## src/rtl/dsi_pkt_sched.sv

```systemverilog
// Packet-granular round-robin scheduler: drains NUM_SRC fall-through FIFOs into one
// DSI packet stream, holding the grant for a whole packet and enforcing an idle gap.
module dsi_pkt_sched #(
    parameter int DATA_BITS   = 8,
    parameter int NUM_SRC     = 4,
    parameter int GAP_CYCLES  = 4,
    parameter int STALL_LIMIT = 64
) (
    input  logic                             clk,
    input  logic                             rst,
    input  logic [NUM_SRC-1:0]               src_empty,
    input  logic [NUM_SRC*(DATA_BITS+1)-1:0] src_data,
    output logic [NUM_SRC-1:0]               src_oe,
    output logic [DATA_BITS-1:0]             out_data,
    output logic                             out_last,
    output logic [2:0]                       out_src,
    output logic                             out_valid,
    input  logic                             out_ready,
    output logic                             busy,
    output logic                             stall_err
);
    localparam int W = DATA_BITS + 1;

    typedef enum logic [1:0] {S_IDLE, S_XFER, S_GAP} state_e;

    state_e               state_q, state_d;
    logic [2:0]           grant_q, grant_d;
    logic [2:0]           last_grant_q, last_grant_d;
    logic [7:0]           gap_cnt_q, gap_cnt_d;
    logic [15:0]          stall_cnt_q, stall_cnt_d;
    logic                 stall_err_q, stall_err_d;
    logic [DATA_BITS-1:0] data_q, data_d;
    logic                 last_q, last_d;
    logic                 valid_q, valid_d;
    logic [2:0]           src_q, src_d;

    logic [7:0]           empty_ext;
    logic [7:0]           oe_ext;
    logic [W-1:0]         word_ext [8];
    logic [W-1:0]         cur_word;
    logic                 load;
    logic                 pick_found;
    logic [2:0]           pick_idx;
    logic [3:0]           cand;

    // Pad the per-source views to 8 entries so a 3-bit grant can index them directly.
    for (genvar g = 0; g < 8; g++) begin : g_ext
        if (g < NUM_SRC) begin : g_src
            assign empty_ext[g] = src_empty[g];
            assign word_ext[g]  = src_data[g*W +: W];
        end else begin : g_pad
            assign empty_ext[g] = 1'b1;
            assign word_ext[g]  = '0;
        end
    end

    assign cur_word = word_ext[grant_q];
    assign load     = (state_q == S_XFER) && !empty_ext[grant_q] && (!valid_q || out_ready);

    // Round-robin pick: first non-empty source after last_grant, wrapping at NUM_SRC.
    always_comb begin
        // NOTE: every combinational output gets a default first so no path infers a latch.
        pick_found = 1'b0;
        pick_idx   = '0;
        cand       = '0;
        for (int k = 1; k <= NUM_SRC; k++) begin
            cand = {1'b0, last_grant_q} + 4'(k);
            if (cand >= 4'(NUM_SRC)) cand = cand - 4'(NUM_SRC);
            if (!pick_found && !empty_ext[cand[2:0]]) begin
                pick_found = 1'b1;
                pick_idx   = cand[2:0];
            end
        end
    end

    always_comb begin
        state_d      = state_q;
        grant_d      = grant_q;
        last_grant_d = last_grant_q;
        gap_cnt_d    = gap_cnt_q;
        stall_cnt_d  = stall_cnt_q;
        unique case (state_q)
            S_IDLE: begin
                if (pick_found) begin
                    grant_d = pick_idx;
                    state_d = S_XFER;
                end
            end
            S_XFER: begin
                if (load) begin
                    stall_cnt_d = '0;
                end else if (empty_ext[grant_q] && stall_cnt_q != 16'(STALL_LIMIT)) begin
                    stall_cnt_d = stall_cnt_q + 16'd1;
                end
                if (load && cur_word[W-1]) begin
                    last_grant_d = grant_q;
                    if (GAP_CYCLES > 0) begin
                        state_d   = S_GAP;
                        gap_cnt_d = 8'(GAP_CYCLES);
                    end else begin
                        state_d = S_IDLE;
                    end
                end
            end
            S_GAP: begin
                gap_cnt_d = gap_cnt_q - 8'd1;
                if (gap_cnt_q <= 8'd1) state_d = S_IDLE;
            end
            default: state_d = S_IDLE;
        endcase
        // Pulse only on the transition into the saturated count.
        stall_err_d = (stall_cnt_d == 16'(STALL_LIMIT)) && (stall_cnt_q != 16'(STALL_LIMIT));
    end

    always_comb begin
        data_d  = data_q;
        last_d  = last_q;
        src_d   = src_q;
        valid_d = valid_q;
        if (load) begin
            data_d  = cur_word[DATA_BITS-1:0];
            last_d  = cur_word[W-1];
            src_d   = grant_q;
            valid_d = 1'b1;
        end else if (out_ready) begin
            valid_d = 1'b0;
        end
    end

    always_comb begin
        oe_ext          = '0;
        oe_ext[grant_q] = load;
    end

    always_ff @(posedge clk or negedge rst) begin
        if (!rst) begin
            state_q      <= S_IDLE;
            grant_q      <= '0;
            last_grant_q <= 3'(NUM_SRC - 1);
            gap_cnt_q    <= '0;
            stall_cnt_q  <= '0;
            stall_err_q  <= 1'b0;
            data_q       <= '0;
            last_q       <= 1'b0;
            src_q        <= '0;
            valid_q      <= 1'b0;
        end else begin
            // NOTE: state registers use non-blocking assignments so every flop samples pre-edge values.
            state_q      <= state_d;
            grant_q      <= grant_d;
            last_grant_q <= last_grant_d;
            gap_cnt_q    <= gap_cnt_d;
            stall_cnt_q  <= stall_cnt_d;
            stall_err_q  <= stall_err_d;
            data_q       <= data_d;
            last_q       <= last_d;
            src_q        <= src_d;
            valid_q      <= valid_d;
        end
    end

    assign src_oe    = oe_ext[NUM_SRC-1:0];
    assign out_data  = data_q;
    assign out_last  = last_q;
    assign out_src   = src_q;
    assign out_valid = valid_q;
    assign busy      = (state_q != S_IDLE);
    assign stall_err = stall_err_q;

endmodule

```

## config.mk

```make
export PLATFORM = sky130hd
export DESIGN_NAME = dsi_pkt_sched
export DESIGN_NICKNAME = d
export VERILOG_FILES = /design/src/rtl/dsi_pkt_sched.sv
export SDC_FILE = /design/constraint.sdc
export NUM_CORES = 1
export LEC_CHECK = 0
export BUFFER_PORTS_ARGS = -buffer_cell sky130_fd_sc_hd__clkbuf_2
export CORE_MARGIN = 2
export CORE_UTILIZATION = 43
export CTS_BUF_LIST = sky130_fd_sc_hd__clkbuf_8
export CTS_CLUSTER_SIZE = 28
export DETAILED_ROUTE_END_ITERATION = 8
export GPL_TIMING_DRIVEN = 0
export PLACE_DENSITY = 0.68
export SYNTH_ARGS = -nofsm -noshare
export SYNTH_HDL_FRONTEND = slang
export SYNTH_SLANG_ARGS = --single-unit
```

## constraint.sdc

```tcl
create_clock -name clk -period 2.41 [get_ports clk]
set_input_delay 0.1205 -clock clk [delete_from_list [all_inputs] [get_ports clk]]
set_output_delay 0.1205 -clock clk [all_outputs]
set_load 0.05 [all_outputs]
```

==> results.ini, run 1 <==
[placed_design]
place_area_mm2 = 0.00328
io_buffers = 61
dp_hpwl_mm = 5.11
gp_congestion = 0.881

[cells_and_area]
layout_common_cells = clkbuf_2, dfrtp_1, nand2_1
stdcell_area_mm2 = 0.00350
final_util_pct = 54.4
ff_latch_area_mm2 = 0.00115
area_delta_synth_final_pct = 21.7
diodes = 0
drive_above_1_share_pct = 27.7
n_fill_cell = 574
final_nets = 424
multi_input_area_mm2 = 0.00166
layout_commonest_cell = clkbuf_2

[logic_synthesis]
synth-seq-cells = 46
synth_mux_area_share_pct = 10.9
synthAdderAreaFrac_pct = 2.61
synth-xor-area-share_pct = 4.88
synth_ff_type = dfrtp_1
synth_area_mm2 = 0.00287
yosysWarnings = 0
synth-compound-area-share_pct = 13.9
ys_types = 52
avgSynthCellArea_um2 = 9.38
synth_cells = 306
seq_area_frac_synth_pct = 40.2
syn_nets = 355
async_flop_share_pct = 100
yosys.area_share.simple_pct = 22.8
synth_top_family_by_area = simple AND/OR/NAND/NOR gates
synth_edf_count = 0

[route]
drtPass1Iterations = 6
routedWlPerCell_um = 15.4
route.detailed.drc = 6
num_vias = 2571
wl_mm = 6.96
drtIter0Drc = 156
postRouteAntennaNets = 0
vias_per_cell = 5.68

[sta]
min_period_ns = 2.40
finalSetupViolations = 0
drv_slew = 0
hold_ws_ns = 0.00998
skew_ns = 0.0107
hold_violations = 0
period_share_pct = 99.5
rsz0062_at_grt = true
fmax_ghz = 0.417
worst_slew_pin_slew_ns = 1.12
slew-limit-headroom_pct = 25.1

[setup_path]
worst_r2r_path_depth = 8
r2r_end = stall_err
worstPathMaxFanout = 10
endpoint_kind = register
timing.rr.start = grant_q[0]
reg2reg_slack_ns = 0.01
critPathArrivalTime_ns = 2.60
start_kind = register
cp.required_ns = 2.61
path_class = register to register

[global_routing]
grt_pass1_vias = 2469
gr-total-overflow = 0
antenna_found_initial = 0
grtUsageTotal_pct = 19.9
grt_max_degree = 47
grt_pass1_wl_mm = 11.6

[pwr]
leakage_nw = 1.62
ir_drop_uv = 619
powerDensity_mw_per_mm2 = 1220

[cts]
hold_buffers = 0
clkLatencyLatePin_ns = 0.31
htree_num_levels = 2
clkSinkCount = 46
numCtsBuffers = 5
clock-root-buffer = clkbuf_8
cts_tree = yes
cts_buffer_depth = 2
clk_pin_slew_ns = 0.09

[floorplan]
die-area_mm2 = 0.00735
die_y_um = 85.7
io_pins = 62
rows = 29
start_util_pct = 44.7
die_w_um = 85.7
coreArea_mm2 = 0.00642

[run_status]
violations = design-rule violations
status = complete, but fails checks

[worst_hold_path]
worstHoldPathType = input port to async pin

[job]
drv_cap = 0

## cell families (layout without fill, tap and decap cells)
logic type	Yosys count	in the layout
and+or+nand+nor	128	128
AOI/OAI and AO/OA	59	59
DFF	46	46
buffers and inverters	34	104
muxes	17	17
xor gates and xnor gates	16	16
adders and majority gates	6	6
## registers in the layout (all words and copies together) (netlist names)
register / flops
stall_cnt_q: 16
state_q: 2
stall_err: 1
out_valid: 1
out_data: 8
out_last: 1
grant_q: 3
out_src: 3
gap_cnt_q: 8
last_grant_q: 3
## cells in the mapped netlist (all sizes together) (2+ instances only)
library cell	n	share of area [%]
a21oi	7	1.4
and4	2	0.61
dfstp	2	1.8
a211oi	4	1.0
or4	2	0.52
inv	16	2.1
nand2b	3	0.65
nand3b	8	2.1
nor2	26	3.4
nor3	10	1.7
nor2b	6	1.3
o21bai	2	0.52
a22o	2	0.61
nor4	5	1.3
clkbuf	14	1.8
a22oi	3	0.78
a21o	2	0.52
o22ai	5	1.1
o31ai	3	0.78
a221oi	2	0.61
buf	4	0.87
o2111ai	2	0.61
xnor2	7	2.1
or2	3	0.65
mux4	11	8.8
o311ai	2	0.61
nand3	7	1.2
a31oi	3	0.65
mux2i	5	1.7
nand4	6	1.3
dfrtp	44	38
and3	5	1.1
xor2	9	2.7
o21ai	15	2.6
and2	4	0.87
o211ai	2	0.52
or3	3	0.65
ha	6	2.6
nand2	36	4.7
## critical path, stage by stage (launching register included)
cell and delay [ns]:
dfrtp_1 0.38, buf_6 0.15, mux2i_2 0.18, a221oi_2 0.45, buf_2 0.30, nand4_1 0.14, xor2_1 0.21, o2111ai_1 0.17
nor4_2 0.31
## where the power goes
group          internal (mW)  switching [mW]
combinational          0.930            1.55
sequential              1.01           0.202
clock                  0.305           0.270
## metrics by stage
step	std cells	setup slack [ns]	TNS (ns)	power, mW
2_1_floorplan	306	0.0420	0	2.96
3_3_place_gp	444	-0.201	-0.634	3.45
3_5_place_dp	444	-0.250	-0.948	3.51
4_1_cts	450	0.0111	0	4.14
5_1_grt	453	-0.0995	-0.157	4.57
6_report	453	0.0128	0	4.26
## metal layers
metal  part of all wire, %  up-vias  track usage [%]
met5                     0        -                0
met4                   1.2        0             5.92
met3                   5.5        9             4.62
met2                    48       65             33.8
met1                    45     1251             25.4
li1                      -     1246                -
## worst max-delay path by stage
stage	startpoint	end	depth (start not counted)
after global routing	grant_q[0]	stall_err	8
after detailed placement	grant_q[1]	stall_err	8
final	grant_q[0]	stall_err	8
after floorplan	last_grant_q[0]	grant_q[0]	9
after CTS	grant_q[0]	src_oe[0]	6
after global placement	grant_q[1]	stall_err	8
## timing repair
item | in CTS | in global routing
cloned | 0 | 0
setup buffers | 1 | 3
gates resized for setup | 8 | 6
pin swaps | 0 | 1
endpoints found under the setup margin | 32 | 8
## layout make-up
class,instances,share of cell area (%)
timing repair buffer,65,10.0
buffer,15,1.86
tap,77,2.76
sequential,46,33.0
clock buffer,5,1.97
inverter,16,1.72
multi-input combinational,226,47.5
clock inverter,3,1.18
Note: power is estimated with default switching activity, not from simulation.
==> run 2, diff against run 1 <==
Settings changed: REMOVE_ABC_BUFFERS set to 1.
==> results.ini, run 2 (synthesized netlist as in run 1, its figures left out) <==
[cts]
htree_num_levels = 2
clkLatencyLatePin_ns = 0.30
clk_pin_slew_ns = 0.09
numCtsBuffers = 5
hold_buffers = 0
cts_buffer_depth = 2
cts_tree = yes
clkSinkCount = 46
clock-root-buffer = clkbuf_8

[setup_path]
crit_chain = mux2i_4 -> a221o_1 -> or4_1 -> xnor2_2 -> o22ai_1 -> nor4_2
worstPathMaxFanout = 5
endpoint_kind = register
cp.required_ns = 2.62
critPathSlowestCell = dfrtp_4
start_kind = register
critPathArrivalTime_ns = 2.56
path_class = register to register
slowest_delay_ns = 0.54

[pwr]
power_frac_clock_pct = 11.7
combPwrFrac_pct = 59.5
leakage_nw = 1.62
powerDensity_mw_per_mm2 = 1210
p_int_mw = 2.24
ir_drop_uv = 810
swShare_pct = 47.5
sequentialPowerShare_pct = 28.8
power.switching_mw = 2.03

[floorplan]
die_y_um = 85.7
die_w_um = 85.7
rows = 29
start_util_pct = 44.7
die-area_mm2 = 0.00735
io_pins = 62
coreArea_mm2 = 0.00642

[global_routing]
grt_max_degree = 47
antenna_found_initial = 0
gr-total-overflow = 0
grtUsageTotal_pct = 19.1
grt_pass1_wl_mm = 11.4
grt_pass1_vias = 2416

[sta]
drv_slew = 0
fin_tns_setup_ns = 0
min_period_ns = 2.35
worst_slew_pin_slew_ns = 1.19
finalSetupViolations = 0
period_share_pct = 97.6
skew_ns = 0.00598
fmax_ghz = 0.425
slew-limit-headroom_pct = 20.9
hold_violations = 0
rsz0062_at_grt = true

[cells_and_area]
drive_above_1_share_pct = 31.1
area_delta_synth_final_pct = 22.4
largest_register_ffs = 16
final_util_pct = 54.7
max_flop_register = stall_cnt_q
final_nets = 415
layout_common_cells = clkbuf_2, dfrtp_1, nand2_1
n_fill_cell = 591
diodes = 0
layout_commonest_cell = clkbuf_2

[route]
drtPass1Iterations = 9
vias_per_cell = 5.63
routedWlPerCell_um = 15.1
route.detailed.drc = 4
wl_mm = 6.70
drtIter0Drc = 111
postRouteAntennaNets = 0
num_vias = 2499

[job]
drv_cap = 0

[run_status]
violations = design-rule violations
status = complete, but fails checks

[worst_hold_path]
worstHoldPathType = input port to async pin

[placed_design]
dp_hpwl_mm = 4.76
io_buffers = 61
gp_congestion = 0.896

==> run 2: changes by cell type in the layout (fill, tap and decap cells not counted), sizes merged <==
cell,delta
bufinv,-1
clkinv,+1
buf,+3
inv,-1
clkbuf,-11
==> run 2: what timing repair did <==
action                                  4_1_cts  5_1_grt
endpoints found under the setup margin       43       12
resized for setup                            20        7
endpoints found under the hold margin         0        0
setup buffers                                 4        4
pin swaps                                     1        1
==> run 2: area by class of cell <==
type	count	area, µm²	share of cell area [%]
well taps	77	96.3	2.74
flip-flops and latches	46	1160	33.1
repair buffers	71	393	11.2
multi-input cells	226	1710	48.6
clock buffers	6	82.6	2.35
clock inverters	2	12.5	0.356
inverters	16	60.1	1.71
==> run 2: worst paths after layout <==
| kind | start | slack [ns] | cells past startpoint | end |
|---|---|---|---|---|
| setup / recovery | grant_q[0] | 0.06 | 6 | stall_err |
| setup reg to reg | grant_q[0] | 0.06 | 6 | stall_err |
| max in group asynchronous | rst | 1.50 | 1 | grant_q[1] |
| hold reg to reg | out_data[7] | 0.48 | 2 | out_data[7] |
| min in group clk | out_ready | 0.18 | 3 | out_valid |
| hold / removal | rst | 0.05 | 1 | stall_cnt_q[4] |
==> run 2: critical path: cells and delay by family (launching register included) <==
kind	cells	cell delay (ns)
AO/OA/AOI/OAI	2	0.56
XOR/XNOR	1	0.18
flip-flops	1	0.54
multiplexers	1	0.23
AND/OR/NAND/NOR	2	0.75
==> run 2: power by group through the flow <==
| stage | logic [mW] | registers [mW] | clock network (mW) |
|---|---|---|---|
| 3_3_place_gp | 2.03 | 1.32 | 0 |
| 4_1_cts | 2.38 | 1.26 | 0.519 |
| 2_1_floorplan | 1.29 | 1.59 | 0 |
| 6_report | 2.54 | 1.23 | 0.499 |
| 3_5_place_dp | 2.13 | 1.33 | 0 |
| 5_1_grt | 2.77 | 1.27 | 0.551 |
==> run 2: metal layers <==
metal  vias up  GRT usage [%]  part of all wire [%]
li1       1228              -                     -
met1      1201           25.5                    46
met2        62           32.0                    50
met3         8           4.52                   3.7
met4         0           3.90                  0.69
met5         -              0                     0
==> run 2: metrics by stage <==
step	total power, mW	setup slack (ns)	std cells	hold WS (ns)	instance area (µm²)
2_1_floorplan	2.88	-1.07	288	-0.175	2790
3_5_place_dp	3.46	-0.824	428	0.418	3220
5_1_grt	4.59	-0.0183	444	0.131	3510
3_3_place_gp	3.35	-1.26	426	0.413	3200
6_report	4.27	0.0568	444	0.0546	3510
4_1_cts	4.16	0.00352	440	0.0802	3430
==> run 3, diff against run 2 <==
Settings changed: CORE_ASPECT_RATIO set to 0.7, SETUP_SLACK_MARGIN set to 0.5.
==> results.ini, run 3 (synthesized netlist as in run 1, its figures left out) <==
[run_status]
status = complete, no violations

[cts]
cts_buffer_depth = 2
clkLatencyLatePin_ns = 0.31
clk_pin_slew_ns = 0.09
clkSinkCount = 46
clock-root-buffer = clkbuf_8
numCtsBuffers = 5
htree_num_levels = 2
cts_tree = yes

[job]
drv_cap = 0

[sta]
min_period_ns = 2.29
slew-limit-headroom_pct = 25.1
drv_slew = 0
skew_ns = 0.00318
fmax_ghz = 0.437
period_share_pct = 95.0
worst_slew_pin_slew_ns = 1.12
hold_ws_ns = 0.00984
finalSetupViolations = 0
setup_slack_ns = 0.121
rsz0062_at_grt = true
hold_violations = 0

[setup_path]
critPathArrivalTime_ns = 2.51
cp.required_ns = 2.63
reg2reg_slack_ns = 0.12
endpoint_kind = register
path_class = register to register
r2r_end = stall_err
start_kind = register
timing.rr.start = grant_q[0]
worst_r2r_path_depth = 6
worstPathMaxFanout = 4

[route]
drtPass1Iterations = 4
vias_per_cell = 5.53
num_vias = 2699
postRouteAntennaNets = 0
routedWlPerCell_um = 16.2
drtIter0Drc = 180
wl_mm = 7.91
route.detailed.drc = 0

[placed_design]
dp_hpwl_mm = 4.82
gp_congestion = 0.878
place_inst = 442
place_area_mm2 = 0.00324
pre_cts_slack_ns = -0.781
io_buffers = 61

[cells_and_area]
drive_above_1_share_pct = 42.8
n_fill_cell = 495
final_nets = 445
final_util_pct = 63.4
stdcell_area_mm2 = 0.00402
layout_commonest_cell = clkbuf_2
final_cells = 488
max_flop_register = stall_cnt_q
layout_common_cells = clkbuf_2, dfrtp_1, nand2_1
area_delta_synth_final_pct = 39.9
largest_register_ffs = 16
diodes = 0

[floorplan]
start_util_pct = 45.3
die_y_um = 72.4
die_w_um = 102
coreArea_mm2 = 0.00634
rows = 24
io_pins = 62
die-area_mm2 = 0.00736

[pwr]
powerDensity_mw_per_mm2 = 1280
ir_drop_uv = 743
leakage_nw = 1.84

[global_routing]
grtUsageTotal_pct = 21.7
grt_pass1_vias = 2558
antenna_found_initial = 0
grt_pass1_wl_mm = 12.5
grt_max_degree = 47
gr-total-overflow = 0

[worst_hold_path]
worstHoldPathType = input port to async pin

-- run 3: metrics by stage --
step	TNS, ns	power (mW)
after floorplan	-4.13	2.88
after global placement	-29.29	3.36
after detailed placement	-12.27	3.44
after CTS	0	4.73
after global routing	-0.00111	5.46
final	0	5.13
-- run 3: per-layer routing --
metal,global-route usage (%),vias up,wire length (µm)
met3,5.11,9,488
li1,-,1289,-
met2,33.0,110,3670
met5,0,-,0
met4,5.11,0,74
met1,31.4,1291,3680
-- run 3: cell type report --
class	instances	area (µm²)	share of cell area, %
clock buffers	5	68.8	1.71
repair buffers	101	703	17.5
flip-flops and latches	46	1160	28.9
inverters	16	62.6	1.56
clock inverters	3	40.0	0.997
multi-input cells	226	1870	46.5
well taps	91	114	2.83
-- run 3: worst max-delay path by stage --
stage | start | to | slack, ns | cells past startpoint
2_1_floorplan | grant_q[0] | src_oe[1] | -1.07 | 5
3_3_place_gp | grant_q[0] | src_oe[1] | -1.23 | 6
3_5_place_dp | grant_q[0] | gap_cnt_q[0] | -0.78 | 5
4_1_cts | grant_q[0] | stall_err | 0.16 | 6
5_1_grt | grant_q[0] | stall_err | -0.001 | 6
6_report | grant_q[0] | stall_err | 0.12 | 6
-- run 3: worst max-delay path, cell delays in order, from the launching register on --
cell and delay [ns]:
dfrtp_4 0.53, mux2i_4 0.23, a221o_1 0.40, or4_4 0.45, xnor2_2 0.21, o22ai_1 0.14, nor4_2 0.23
-- run 3: what timing repair did --
item / CTS / global route
buffers inserted: 27 / 9
resized for setup: 47 / 47
cloned: 0 / 2
endpoints found under the setup margin: 49 / 40
hold buffers: 0 / 0
pin swaps: 11 / 20
-- run 3: report_power, final --
group          switching, mW  internal [mW]
Sequential             0.229           1.01
Combinational           1.87           1.44
Clock                  0.279          0.306
Total                   2.38           2.76
